`config.mk`:
```
export PLATFORM = sky130hd
export DESIGN_NAME = silife_grid_port_arbiter_flat
export DESIGN_NICKNAME = d
export VERILOG_FILES = /design/src/rtl/silife_pkg.sv /design/src/rtl/silife_grid_port_arbiter_if.sv /design/src/rtl/silife_tag_pipe.sv /design/src/rtl/silife_grid_port_arbiter.sv /design/src/flat_wrapper.sv
export SDC_FILE = /design/constraint.sdc
export NUM_CORES = 1
export LEC_CHECK = 0
export ABC_AREA = 1
export CORE_ASPECT_RATIO = 1.5
export CORE_MARGIN = 3
export CORE_UTILIZATION = 23
export CTS_CLUSTER_SIZE = 16
export DETAILED_ROUTE_END_ITERATION = 7
export PLACE_DENSITY = 0.93
export SYNTH_ARGS = -nofsm -noshare
export SYNTH_HDL_FRONTEND = slang
export SYNTH_SLANG_ARGS = --single-unit
export TNS_END_PERCENT = 10
```
`constraint.sdc`:
```
create_clock -name clk -period 1.88 [get_ports clk]
set_clock_uncertainty 0.05 [all_clocks]
set_input_delay 0.282 -clock clk [delete_from_list [all_inputs] [get_ports clk]]
set_output_delay 0.282 -clock clk [all_outputs]
set_load 0.05 [all_outputs]
```
`src/rtl/silife_pkg.sv`:
```
// Shared constants for the cell-grid memory port arbiter: geometry defaults,
// row-address width derivation and requester indices.
package silife_pkg;
  localparam int DEF_WIDTH  = 32;
  localparam int DEF_HEIGHT = 32;

  function automatic int row_bits(input int height);
    return (height > 1) ? $clog2(height) : 1;
  endfunction

  localparam int ROW_BITS = row_bits(DEF_HEIGHT);

  // Bit positions in the read-return tag vector
  localparam int REQ_DISP = 0;
  localparam int REQ_ENG  = 1;
  localparam int NUM_REQ  = 2;
endpackage

```
`src/rtl/silife_grid_port_arbiter_if.sv`:
```
// Bundle of the display, engine and memory-side signals around the arbiter.
// slave = arbiter view, master = clients plus grid RAM.
interface silife_grid_port_arbiter_if
  import silife_pkg::*;
#(
  parameter int WIDTH    = DEF_WIDTH,
  parameter int ROW_BITS = silife_pkg::ROW_BITS
);
  logic                disp_req;
  logic [ROW_BITS-1:0] disp_row;
  logic                disp_gnt;
  logic                disp_rvalid;
  logic [WIDTH-1:0]    disp_rdata;

  logic                eng_req;
  logic                eng_we;
  logic [ROW_BITS-1:0] eng_row;
  logic [WIDTH-1:0]    eng_wdata;
  logic                eng_gnt;
  logic                eng_rvalid;
  logic [WIDTH-1:0]    eng_rdata;

  logic                mem_en;
  logic                mem_we;
  logic [ROW_BITS-1:0] mem_addr;
  logic [WIDTH-1:0]    mem_wdata;
  logic [WIDTH-1:0]    mem_rdata;

  modport slave (
    input  disp_req, disp_row, eng_req, eng_we, eng_row, eng_wdata, mem_rdata,
    output disp_gnt, disp_rvalid, disp_rdata, eng_gnt, eng_rvalid, eng_rdata,
           mem_en, mem_we, mem_addr, mem_wdata
  );

  modport master (
    output disp_req, disp_row, eng_req, eng_we, eng_row, eng_wdata, mem_rdata,
    input  disp_gnt, disp_rvalid, disp_rdata, eng_gnt, eng_rvalid, eng_rdata,
           mem_en, mem_we, mem_addr, mem_wdata
  );
endinterface

```
`src/rtl/silife_tag_pipe.sv`:
```
// Fixed-depth shift register of read-return tags; a synchronous clear drops
// every in-flight tag so no return strobe survives a reset.
module silife_tag_pipe #(
  parameter int DEPTH = 1,
  parameter int W     = 2
) (
  input  logic         clk,
  input  logic         reset,
  input  logic [W-1:0] tag_in,
  output logic [W-1:0] tag_out
);
  logic [DEPTH-1:0][W-1:0] vld_pipe;

  always_ff @(posedge clk) begin
    if (reset) begin
      vld_pipe <= '0;
    end else begin
      vld_pipe[0] <= tag_in;
      for (int i = 1; i < DEPTH; i++) vld_pipe[i] <= vld_pipe[i-1];
    end
  end

  assign tag_out = vld_pipe[DEPTH-1];
endmodule

```
`src/rtl/silife_grid_port_arbiter.sv`:
```
// Single-port grid RAM arbiter: engine has fixed priority, display is forced
// through after MAX_WAIT lost cycles; read data is steered back by tag.
module silife_grid_port_arbiter
  import silife_pkg::*;
#(
  parameter int WIDTH        = DEF_WIDTH,
  parameter int HEIGHT       = DEF_HEIGHT,
  parameter int READ_LATENCY = 1,
  parameter int MAX_WAIT     = 8
) (
  input logic                      clk,
  input logic                      reset,
  silife_grid_port_arbiter_if.slave bus
);
  localparam int RB        = row_bits(HEIGHT);
  localparam int WAIT_BITS = $clog2(MAX_WAIT + 1);
  localparam logic [WAIT_BITS-1:0] WAIT_MAX = WAIT_BITS'(MAX_WAIT);

  logic [WAIT_BITS-1:0] wait_cnt;
  logic                 force_disp;
  logic                 disp_gnt;
  logic                 eng_gnt;
  logic [NUM_REQ-1:0]   tag_in;
  logic [NUM_REQ-1:0]   tag_out;

  // Grants are gated during reset so nothing reaches the RAM that cycle
  assign force_disp = bus.disp_req && (wait_cnt == WAIT_MAX);
  assign eng_gnt    = !reset && bus.eng_req && !force_disp;
  assign disp_gnt   = !reset && bus.disp_req && (!bus.eng_req || force_disp);

  always_ff @(posedge clk) begin
    if (reset || !bus.disp_req || disp_gnt) wait_cnt <= '0;
    else if (wait_cnt != WAIT_MAX)          wait_cnt <= wait_cnt + 1'b1;
  end

  assign bus.disp_gnt  = disp_gnt;
  assign bus.eng_gnt   = eng_gnt;
  assign bus.mem_en    = disp_gnt | eng_gnt;
  assign bus.mem_we    = eng_gnt & bus.eng_we;
  assign bus.mem_addr  = disp_gnt ? bus.disp_row :
                         eng_gnt  ? bus.eng_row  : RB'(0);
  assign bus.mem_wdata = eng_gnt ? bus.eng_wdata : '0;

  always_comb begin
    tag_in           = '0;
    tag_in[REQ_DISP] = disp_gnt;
    tag_in[REQ_ENG]  = eng_gnt & ~bus.eng_we;
  end

  silife_tag_pipe #(.DEPTH(READ_LATENCY), .W(NUM_REQ)) u_tags (
    .clk     (clk),
    .reset   (reset),
    .tag_in  (tag_in),
    .tag_out (tag_out)
  );

  // At most one tag is set per stage since only one grant issues per cycle
  assign bus.disp_rvalid = tag_out[REQ_DISP];
  assign bus.eng_rvalid  = tag_out[REQ_ENG];
  assign bus.disp_rdata  = bus.mem_rdata;
  assign bus.eng_rdata   = bus.mem_rdata;
endmodule

```
`src/flat_wrapper.sv`:
```
// flat-port wrapper written by rule: the top's interface ports become plain ports
module silife_grid_port_arbiter_flat import silife_pkg::*;
#(
  parameter int WIDTH        = DEF_WIDTH,
  parameter int HEIGHT       = DEF_HEIGHT,
  parameter int READ_LATENCY = 1,
  parameter int MAX_WAIT     = 8
)
  (clk, reset, bus_disp_req, bus_disp_row, bus_eng_req, bus_eng_we, bus_eng_row, bus_eng_wdata, bus_mem_rdata, bus_disp_gnt, bus_disp_rvalid, bus_disp_rdata, bus_eng_gnt, bus_eng_rvalid, bus_eng_rdata, bus_mem_en, bus_mem_we, bus_mem_addr, bus_mem_wdata);
  silife_grid_port_arbiter_if #(.WIDTH(WIDTH), .ROW_BITS((silife_pkg::ROW_BITS))) bus_i ();
  input logic clk;
  input logic reset;
  input wire logic [$bits(bus_i.disp_req)-1:0] bus_disp_req;
  input wire logic [$bits(bus_i.disp_row)-1:0] bus_disp_row;
  input wire logic [$bits(bus_i.eng_req)-1:0] bus_eng_req;
  input wire logic [$bits(bus_i.eng_we)-1:0] bus_eng_we;
  input wire logic [$bits(bus_i.eng_row)-1:0] bus_eng_row;
  input wire logic [$bits(bus_i.eng_wdata)-1:0] bus_eng_wdata;
  input wire logic [$bits(bus_i.mem_rdata)-1:0] bus_mem_rdata;
  output wire logic [$bits(bus_i.disp_gnt)-1:0] bus_disp_gnt;
  output wire logic [$bits(bus_i.disp_rvalid)-1:0] bus_disp_rvalid;
  output wire logic [$bits(bus_i.disp_rdata)-1:0] bus_disp_rdata;
  output wire logic [$bits(bus_i.eng_gnt)-1:0] bus_eng_gnt;
  output wire logic [$bits(bus_i.eng_rvalid)-1:0] bus_eng_rvalid;
  output wire logic [$bits(bus_i.eng_rdata)-1:0] bus_eng_rdata;
  output wire logic [$bits(bus_i.mem_en)-1:0] bus_mem_en;
  output wire logic [$bits(bus_i.mem_we)-1:0] bus_mem_we;
  output wire logic [$bits(bus_i.mem_addr)-1:0] bus_mem_addr;
  output wire logic [$bits(bus_i.mem_wdata)-1:0] bus_mem_wdata;
  assign bus_i.disp_req = bus_disp_req;
  assign bus_i.disp_row = bus_disp_row;
  assign bus_i.eng_req = bus_eng_req;
  assign bus_i.eng_we = bus_eng_we;
  assign bus_i.eng_row = bus_eng_row;
  assign bus_i.eng_wdata = bus_eng_wdata;
  assign bus_i.mem_rdata = bus_mem_rdata;
  assign bus_disp_gnt = bus_i.disp_gnt;
  assign bus_disp_rvalid = bus_i.disp_rvalid;
  assign bus_disp_rdata = bus_i.disp_rdata;
  assign bus_eng_gnt = bus_i.eng_gnt;
  assign bus_eng_rvalid = bus_i.eng_rvalid;
  assign bus_eng_rdata = bus_i.eng_rdata;
  assign bus_mem_en = bus_i.mem_en;
  assign bus_mem_we = bus_i.mem_we;
  assign bus_mem_addr = bus_i.mem_addr;
  assign bus_mem_wdata = bus_i.mem_wdata;
  silife_grid_port_arbiter #(.WIDTH(WIDTH), .HEIGHT(HEIGHT), .READ_LATENCY(READ_LATENCY), .MAX_WAIT(MAX_WAIT)) u_core (.clk(clk), .reset(reset), .bus(bus_i));
endmodule
```
==> parameters.txt, run 1 <==
Parameter                              Value

Status
  Result of the run    finished clean

Worst hold path
  Hold path cells    3
  Class of the worst hold path    in -> reg

Setup path
  Critical path capture point type    output port
  WP data arrival    1480 ps
  Setup slack of the most critical reg-to-reg path    760 ps
  Startpoint kind of the worst setup timing path    register
  Crit-path max FO    6
  CP Cell Sequence    inv_2 > ha_4 > nand4_4 > nand2_8 > clkbuf_16 > nor2_4 > buf_12
  Crit Path Category    reg -> out
  Max stage delay on crit path    360 ps
  Worst r2r path cells    5
  Data required time at the worst endpoint    1550 ps
  CP max stage cell    dfxtp_2

Synthesis
  Synth Area in XOR/XNOR    0.742%
  Synthesis Warnings    0
  Distinct cell type count after synthesis    19
  Fraction of synthesized cell area taken by the top area cell type    40.7%
  Largest family of logic cells by synthesized area    buffers and inverters
  Leading area contributor after synthesis    buf_4
  Post-synthesis average cell area    6.42 µm²
  Multiplexer fraction of the synthesized cell area    0%
  Share of the synthesized area in compound gates (AO/OA/AOI/OAI)    2.54%
  Share of synthesized area occupied by flip-flops and latches    10.2%
  Synth Area in Simple Gates    27.9%
  Synth top area cells    buf_4, inv_1, dfxtp_1, nor2_1, nand3_1
  Adder-cell share of the synthesized area    2.12%
  Cell area after technology mapping    1180 µm²
  Synthesized flop and latch total    6
  Post-synthesis net count    265
  Synth Instances    184

CTS
  H-Tree Level Count    1
  Clock Sink Count    6
  Hold bufs inserted after CTS    0
  Clock latency at the later pin of the worst-skew pair    230 ps
  Total clock buffers created by CTS    3
  Clock slew seen by the registers of the worst setup and hold paths    40 ps
  Buffer cell driving the clock tree root    clkbuf_8
  TritonCTS clock tree    done
  Clock buffer depth    2

Final layout
  Share of final-layout standard cells stronger than drive strength 1    46.4%
  Post-synthesis to final-layout area growth    108%
  Most frequent cells in the layout    clkdlybuf4s50_1, buf_12, inv_1
  Commonest non-fill, non-tap cell in the layout    clkdlybuf4s50_1
  Count of fill cells added during filler insertion    464
  Footprint of the multi-input gates    591 µm²
  Count of non-filler cells in the finished layout    286
  Total area of sequential cells    125 µm²
  Count of nets after finishing    303
  Antenna cells    0

Die
  Core footprint    4890 µm²
  DIE HEIGHT    93.8 µm
  Initial core utilization    24.2%
  Number of standard-cell rows in the floorplan    31
  Width of the chip    64.5 µm
  Top-Level Pins    186
  Die outline area    6050 µm²

Placement
  Global placer's final weighted congestion    0.727
  Port buffer count    89
  Post-placement cell count    279
  HPWL reported at the end of detailed placement    3100 µm
  Setup WS pre-CTS    -70.0 ps

Global route
  Number of global-route vias before repair    1175
  Overflow left after global routing    0
  Antenna violations before repair    0
  Global router's overall resource usage    11.9%
  Largest net degree at the start of global routing    26
  First-pass GRT wire length    5580 µm

Routing
  Starting DRT DRC Count    5
  Average vias per placed instance    4.04
  Wire length per cell    14.2 µm
  Detail Route Antenna Nets    0
  Via count of the routed design    1155
  Wirelength, routed    4060 µm
  DRC violation count after routing    0
  Drt first pass iters    3

Power
  Areal power density over the cells    367 nW/µm²
  Static Leak    1.09 nW
  Maximum resistive drop on vdd    0.268 mV

Timing
  Worst slew margin relative to its limit    66.0%
  Highest Clock Rate    0.551 GHz
  Unrepaired setup endpoints after global routing    no
  Least-Margin Pin Slew    508 ps
  Final Max Tran Viols    0
  Post-route setup slack    63.9 ps
  Final critical path time including I/O delays and setup    1820 ps
  Hold Violations, Final    0
  Setup violation total in the final timing report    0
  Final critical-path share of the clock period    96.6%

Run
  Number of violations of the max-capacitance limit    0
per-layer routing:
layer / routed length (µm) / vias to the layer above / track usage, %
met3: 464 / 50 / 3.35
met2: 2130 / 69 / 19.9
met1: 1080 / 489 / 10.2
met4: 396 / 0 / 14.3
met5: 0 / - / 0
li1: - / 547 / -
synth_stat cells:
cell type  count
nor2_4         1
dfxtp_1        6
nand4_1        2
buf_8          1
inv_2          2
xnor2_1        1
nor2_1        27
ha_1           2
nand4_4        1
nand3_1       13
inv_1         38
nand2_1        8
nor2_2         9
buf_4         64
buf_6          2
a21boi_0       2
nand2_4        1
a21oi_1        3
nor2_8         1
stage by stage:
stage,util (%),hold WS (ps),power (W),area [µm²],TNS (ps)
after CTS,46.4,403,0.000871,2270,-8.95
after global routing,50.3,415,0.000935,2460,0
after global placement,43.7,405,0.000642,2140,-83.1
final,50.3,388,0.000902,2460,0
after floorplan,-,304,0.000714,1180,-2390
after detailed placement,43.7,436,0.000650,2140,-790
worst paths after layout:
path / startpoint / to
min: bus_eng_req / u_core.u_tags.tag_out[0]$_SDFF_PP0_
max reg2reg: u_core.wait_cnt[1]$_SDFFE_PP0P_ / u_core.wait_cnt[3]$_SDFFE_PP0P_
min reg2reg: u_core.wait_cnt[0]$_SDFFE_PP0P_ / u_core.wait_cnt[0]$_SDFFE_PP0P_
max: u_core.wait_cnt[1]$_SDFFE_PP0P_ / bus_mem_wdata[4]
registers in the layout, summed over array words and instances, names as in the netlist:
signal                 flops
u_core.u_tags.tag_out      2
u_core.wait_cnt            4
repair_timing:
item,4_1_cts,5_1_grt
pin swaps,0,5
endpoints found under the setup margin,39,31
setup buffers,0,1
resized for setup,34,26
cloned,0,3
where the power goes:
| group | internal [W] | switching (W) | total [W] |
|---|---|---|---|
| logic | 0.000289 | 0.000282 | 0.000571 |
| registers | 0.000130 | 0.00000207 | 0.000132 |
| clock network | 0.000138 | 0.0000611 | 0.000199 |
| total | 0.000557 | 0.000345 | 0.000902 |
logic make-up (layout without fill, tap and decap cells):
group           count (synthesis)  after routing
fa+ha+maj                       2              2
compound gates                  5              5
simple gates                   63             63
buf+inv                       107            143
flops                           6              6
xor+xnor                        1              1
critical path: cells and delay by family (launching register included):
kind | cells | cell delay (ps)
flip-flops | 1 | 360
AND/OR/NAND/NOR | 3 | 330
buffers and inverters | 3 | 380
adder cells (fa/ha/maj) | 1 | 170
final cells by class:
cell class / count / area share (%)
clock buffer: 3 / 1.68
inverter: 40 / 6.11
multi-input combinational: 71 / 24.0
sequential: 6 / 5.09
tap: 66 / 3.36
timing repair buffer: 100 / 59.7
No activity file was read; power rests on OpenSTA's default activity.
==> inputs of run 2 (changes only) <==
--- a/config.mk
+++ b/config.mk
@@ -13,2 +13,3 @@
 export DETAILED_ROUTE_END_ITERATION = 7
+export GPL_ROUTABILITY_DRIVEN = 0
 export PLACE_DENSITY = 0.93
--- a/constraint.sdc
+++ b/constraint.sdc
@@ -4,2 +4,2 @@
 set_output_delay 0.282 -clock clk [all_outputs]
-set_load 0.05 [all_outputs]
+set_load 0.02 [all_outputs]
==> run 2 against run 1 <==
  * Die area unchanged
  * Worst setup slack gained 16 ps
  * Power decreased by 30%
  * Design area fell by 31%
  * Routed wire length decreased by 9.6%
  * Core utilization is 15 points lower
  * Non-clock buffer count increased by 2
  * Final cell count is 0.70% higher
  * Clock power barely moved
  * Critical path type unchanged
  * Largest power group unchanged
  * Highest routed layer unchanged
==> parameters.txt, run 2 (synthesized netlist as in run 1, its figures left out) <==
Parameter                              Value

Setup path
  Crit-path max FO    7
  CP Cell Sequence    inv_1 > ha_4 > nand4_4 > nand2_8 > buf_4 > buf_12 > nor2_1 > buf_4
  Reg2reg start    u_core.wait_cnt[0]$_SDFFE_PP0P_
  Critical path capture point type    output port
  Crit Path Category    reg -> out
  Worst Setup SP    u_core.wait_cnt[1]$_SDFFE_PP0P_
  Data required time at the worst endpoint    1550 ps
  Startpoint kind of the worst setup timing path    register
  Setup slack of the most critical reg-to-reg path    690 ps
  CP max stage cell    dfxtp_1
  Max stage delay on crit path    310 ps
  WP data arrival    1470 ps
  Most common cell on crit path    buf_4

Final layout
  Number of flip-flops under the largest register name    4
  Count of fill cells added during filler insertion    555
  Register with the most flip-flops    u_core.wait_cnt
  Footprint of the multi-input gates    424 µm²
  Commonest non-fill, non-tap cell in the layout    clkdlybuf4s50_1
  Most frequent cells in the layout    clkdlybuf4s50_1, inv_1, buf_2
  Post-synthesis to final-layout area growth    44.0%
  Total area of sequential cells    121 µm²
  Share of final-layout standard cells stronger than drive strength 1    33.3%
  Count of nets after finishing    305
  Antenna cells    0
  Finished Cell Area    1700 µm²

Timing
  Final critical path time including I/O delays and setup    1800 ps
  Final critical-path share of the clock period    95.7%
  Unrepaired setup endpoints after global routing    yes
  Worst slew margin relative to its limit    79.2%
  Summed negative setup slack over all endpoints    0 ps
  Hold Violations, Final    0
  Highest Clock Rate    0.556 GHz
  Final Max Tran Viols    0
  Setup violation total in the final timing report    0
  Least-Margin Pin Slew    311 ps

Die
  Top-Level Pins    186
  Die outline area    6050 µm²
  Number of standard-cell rows in the floorplan    31
  Core footprint    4890 µm²
  DIE HEIGHT    93.8 µm
  Initial core utilization    24.2%
  Width of the chip    64.5 µm

Placement
  Placed inst area    1740 µm²
  HPWL reported at the end of detailed placement    3070 µm
  Port buffer count    89

Routing
  Wire length per cell    12.8 µm
  Drt first pass iters    4
  Wirelength, routed    3670 µm
  Via count of the routed design    1132
  DRC violation count after routing    0
  Starting DRT DRC Count    5
  Average vias per placed instance    3.93
  Detail Route Antenna Nets    0

Global route
  Largest net degree at the start of global routing    21
  First-pass GRT wire length    5440 µm
  Antenna violations before repair    0
  Number of global-route vias before repair    1206
  Global router's overall resource usage    11.4%
  Overflow left after global routing    0

CTS
  Clock latency at the later pin of the worst-skew pair    230 ps
  Buffer cell driving the clock tree root    clkbuf_8
  H-Tree Level Count    1
  Total clock buffers created by CTS    3
  Clock Sink Count    6
  Clock buffer depth    2
  TritonCTS clock tree    done
  Clock slew seen by the registers of the worst setup and hold paths    40 ps
  Hold bufs inserted after CTS    0

Status
  Result of the run    finished clean

Worst hold path
  Hold path startpoint    bus_eng_req
  Class of the worst hold path    in -> reg

Power
  Tot Pwr    0.000633 W
  Maximum resistive drop on vdd    0.170 mV
  Areal power density over the cells    372 nW/µm²
  Static Leak    0.937 nW

Run
  Number of violations of the max-capacitance limit    0
[run 2: changes by cell type in the layout (fill, tap and decap cells not counted), sizes merged]
| cell | change |
|---|---|
| clkdlybuf4s15 | +4 |
| dlygate4sd2 | +3 |
| buf | -5 |
[run 2: critical path: cells and delay by family (launching register included)]
kind,cells,cell delay [ps]
flip-flops,1,310
buffers and inverters,4,480
adder cells (fa/ha/maj),1,170
AND/OR/NAND/NOR,3,280
[run 2: final cells by class]
cell class | count | area share, %
timing repair buffer | 102 | 51.8
multi-input combinational | 71 | 24.9
sequential | 6 | 7.14
clock buffer | 3 | 2.43
tap | 66 | 4.86
inverter | 40 | 8.83
[run 2: timing repair]
item,in CTS,in global routing
resized for setup,154,13
pin swaps,0,2
cloned,0,1
buffers inserted,0,1
endpoints found under the setup margin,41,33
[run 2: per-layer routing]
metal | track usage [%] | share of wire (%) | vias to the layer above
li1 | - | - | 547
met1 | 9.66 | 29 | 449
met2 | 19.1 | 46 | 75
met3 | 3.83 | 14 | 61
met4 | 13.4 | 11 | 0
met5 | 0 | 0 | -
[run 2: where the power goes]
group          switching [W]  total (W)  internal, W
logic               0.000140   0.000302     0.000162
clock network      0.0000611   0.000199     0.000138
registers        0.000000890   0.000132     0.000131
[run 2: worst paths after layout]
kind                                              end  cells past startpoint
setup reg to reg      u_core.wait_cnt[1]$_SDFFE_PP0P_                      6
hold reg to reg       u_core.wait_cnt[0]$_SDFFE_PP0P_                      2
setup / recovery                    bus_mem_wdata[14]                      8
hold / removal    u_core.u_tags.tag_out[0]$_SDFF_PP0_                      3
[run 2: metrics by stage]
| stage | instances | hold WS (ps) | setup slack (ps) | utilization [%] |
|---|---|---|---|---|
| 5_1_grt | 288 | 439 | -11.6 | 34.8 |
| 2_1_floorplan | 184 | 304 | 246 | - |
| 3_3_place_gp | 283 | 469 | -459 | 35.7 |
| 4_1_cts | 286 | 497 | -111 | 33.6 |
| 3_5_place_dp | 283 | 492 | -536 | 35.7 |
| 6_report | 288 | 398 | 80.0 | 34.8 |
==> inputs of run 3 (changes only) <==
CORE_UTILIZATION = 21   (was 23)
GPL_TIMING_DRIVEN = 1   (was unset)
PLACE_DENSITY = 0.89   (was 0.93)
SYNTH_HIERARCHICAL = 1   (was unset)
clock period = 1.65 ns   (was 1.88 ns; I/O delays follow)
==> run 3 against run 2 <==
  * The flow now finishes with violations (negative setup slack)
  * Routed wire length rose by 11%
  * Combinational power rose by 25%
  * Power increased by 19%
  * Via count grew 4.0%
  * Clock power up 13%
  * Synthesized cell count is 1.6% higher
  * First-iteration DRC count rose to 2.6 times the previous value
  * Die area is 9.8% higher
  * Hold slack improved by 47 ps
  * Critical path depth shrank 3
  * Critical endpoint is now bus_disp_gnt
==> parameters.txt, run 3 <==
Parameter                              Value

Status
  Result of the run    finished with violations
  Violated checks    negative setup slack

Power
  Areal power density over the cells    407 nW/µm²
  Maximum resistive drop on vdd    0.430 mV
  Static Leak    0.959 nW

Synthesis
  Most common library cells after synthesis    buf_4, inv_1, nor2_1
  Number of enable flip-flop cells after synthesis    0
  Leading area contributor after synthesis    buf_4
  Most numerous cell in the Yosys netlist    buf_4
  Share of synthesized area occupied by flip-flops and latches    10.1%
  Distinct cell type count after synthesis    19
  Synth top area cells    buf_4, inv_1, dfxtp_1, nor2_1, nand3_1
  Post-synthesis net count    268
  Post-synthesis average cell area    6.38 µm²
  Top_reg_cell synth    dfxtp_1
  Proportion of synthesized flip-flops having asynchronous set or reset    0%
  Synthesized flop and latch total    6
  Synth Instances    187
  Synthesis Warnings    6
  Cell area after technology mapping    1190 µm²
  Fraction of synthesized cell area taken by the top area cell type    40.3%

Die
  Core footprint    5490 µm²
  Top-Level Pins    186
  Width of the chip    67.6 µm
  DIE HEIGHT    98.3 µm
  Number of standard-cell rows in the floorplan    33
  Die outline area    6640 µm²
  Initial core utilization    21.7%

Timing
  Post-route setup slack    -34.2 ps
  Least-Margin Pin Slew    323 ps
  Final critical-path share of the clock period    102%
  Hold Violations, Final    0
  Highest Clock Rate    0.594 GHz
  Setup violation total in the final timing report    23
  Hold slack    445 ps
  Summed negative setup slack over all endpoints    -346 ps
  Unrepaired setup endpoints after global routing    yes
  Final critical path time including I/O delays and setup    1680 ps
  Final Max Tran Viols    0
  Worst slew margin relative to its limit    78.5%

Global route
  Overflow left after global routing    0
  Number of global-route vias before repair    1197
  Antenna violations before repair    0
  Largest net degree at the start of global routing    11
  Global router's overall resource usage    11.9%
  First-pass GRT wire length    5910 µm

Setup path
  Crit-path max FO    4
  Critical path capture point type    output port
  Data required time at the worst endpoint    1350 ps
  Crit Path Category    reg -> out
  WP data arrival    1390 ps
  Startpoint kind of the worst setup timing path    register

Final layout
  Post-synthesis to final-layout area growth    55.1%
  Most frequent cells in the layout    clkdlybuf4s50_1, inv_1, buf_4, nor2_1, buf_6
  Antenna cells    0
  Number of flip-flops under the largest register name    4
  Count of fill cells added during filler insertion    602
  End-of-flow core utilization    33.7%
  Share of final-layout standard cells stronger than drive strength 1    39.5%
  Register with the most flip-flops    u_core/wait_cnt
  Total area of sequential cells    124 µm²
  Footprint of the multi-input gates    460 µm²
  Commonest non-fill, non-tap cell in the layout    clkdlybuf4s50_1
  Finished Cell Area    1850 µm²
  Count of nets after finishing    311

CTS
  Clock latency at the later pin of the worst-skew pair    230 ps
  Clock Sink Count    6
  Total clock buffers created by CTS    3
  TritonCTS clock tree    done
  Clock slew seen by the registers of the worst setup and hold paths    30 ps
  H-Tree Level Count    1
  Buffer cell driving the clock tree root    clkbuf_8
  Hold bufs inserted after CTS    0
  Clock buffer depth    2

Placement
  HPWL reported at the end of detailed placement    3290 µm
  Setup WS pre-CTS    -683 ps
  Placed inst area    1750 µm²
  Port buffer count    89

Routing
  DRC violation count after routing    0
  Drt first pass iters    4
  Starting DRT DRC Count    13
  Average vias per placed instance    3.95
  Detail Route Antenna Nets    0
  Wire length per cell    13.6 µm
  Via count of the routed design    1177
  Wirelength, routed    4070 µm

Run
  Number of violations of the max-capacitance limit    0

Worst hold path
  Class of the worst hold path    in -> out
run 3: kinds of logic (layout without fill, tap and decap cells):
logic type	after synthesis	in the layout	share of synthesized area (%)
adder cells (fa/ha/maj)	2	2	2.10
flip-flops	6	6	10.1
AO/OA/AOI/OAI	4	4	1.89
buffers and inverters	109	150	57.0
AND/OR/NAND/NOR	65	65	28.2
XOR/XNOR	1	1	0.734
run 3: power breakdown:
part | switching, W | internal (W)
registers | 0.00000125 | 0.000149
clock network | 0.0000676 | 0.000157
logic | 0.000172 | 0.000208
run 3: through the flow:
| stage | cells | total power, W |
|---|---|---|
| 3_3_place_gp | 291 | 0.000515 |
| 2_1_floorplan | 187 | 0.000520 |
| 3_5_place_dp | 291 | 0.000518 |
| 6_report | 298 | 0.000754 |
| 4_1_cts | 296 | 0.000738 |
| 5_1_grt | 298 | 0.000793 |
run 3: path summary, 6_finish.rpt:
check / cells after the start / endpoint / slack [ps] / from
worst max-delay path: 5 / bus_disp_gnt / -30 / u_core/wait_cnt[0]$_SDFFE_PP0P_
worst min-delay path: 0 / bus_eng_rdata[0] / 450 / bus_mem_rdata[0]
worst max register to register: 8 / u_core/u_tags/tag_out[1]$_SDFF_PP0_ / 330 / u_core/wait_cnt[0]$_SDFFE_PP0P_
worst min register to register: 2 / u_core/wait_cnt[3]$_SDFFE_PP0P_ / 470 / u_core/wait_cnt[3]$_SDFFE_PP0P_
run 3: layout make-up:
class | count | share of cell area (%)
inverter | 42 | 8.51
tap | 70 | 4.73
sequential | 6 | 6.69
clock buffer | 3 | 2.23
timing repair buffer | 105 | 53.0
multi-input combinational | 72 | 24.9
run 3: repair_timing:
action	CTS	global route
resized for setup	206	20
endpoints found under the setup margin	41	39
setup buffers	1	1
pin swaps	1	2
cloned	1	1
run 3: routing by layer:
layer  vias to the layer above  GRT usage [%]  wire length (µm)
met4                         0           10.2               295
li1                        563              -                 -
met1                       496           10.5              1220
met5                         -              0                 0
met3                        41           3.68               553
met2                        77           20.8              1990
run 3: critical path, stage by stage (launching register included):
cell	delay, ps
dfxtp_2	310
inv_2	70
ha_4	160
nand3_2	130
a21boi_2	200
clkdlybuf4s15_2	290
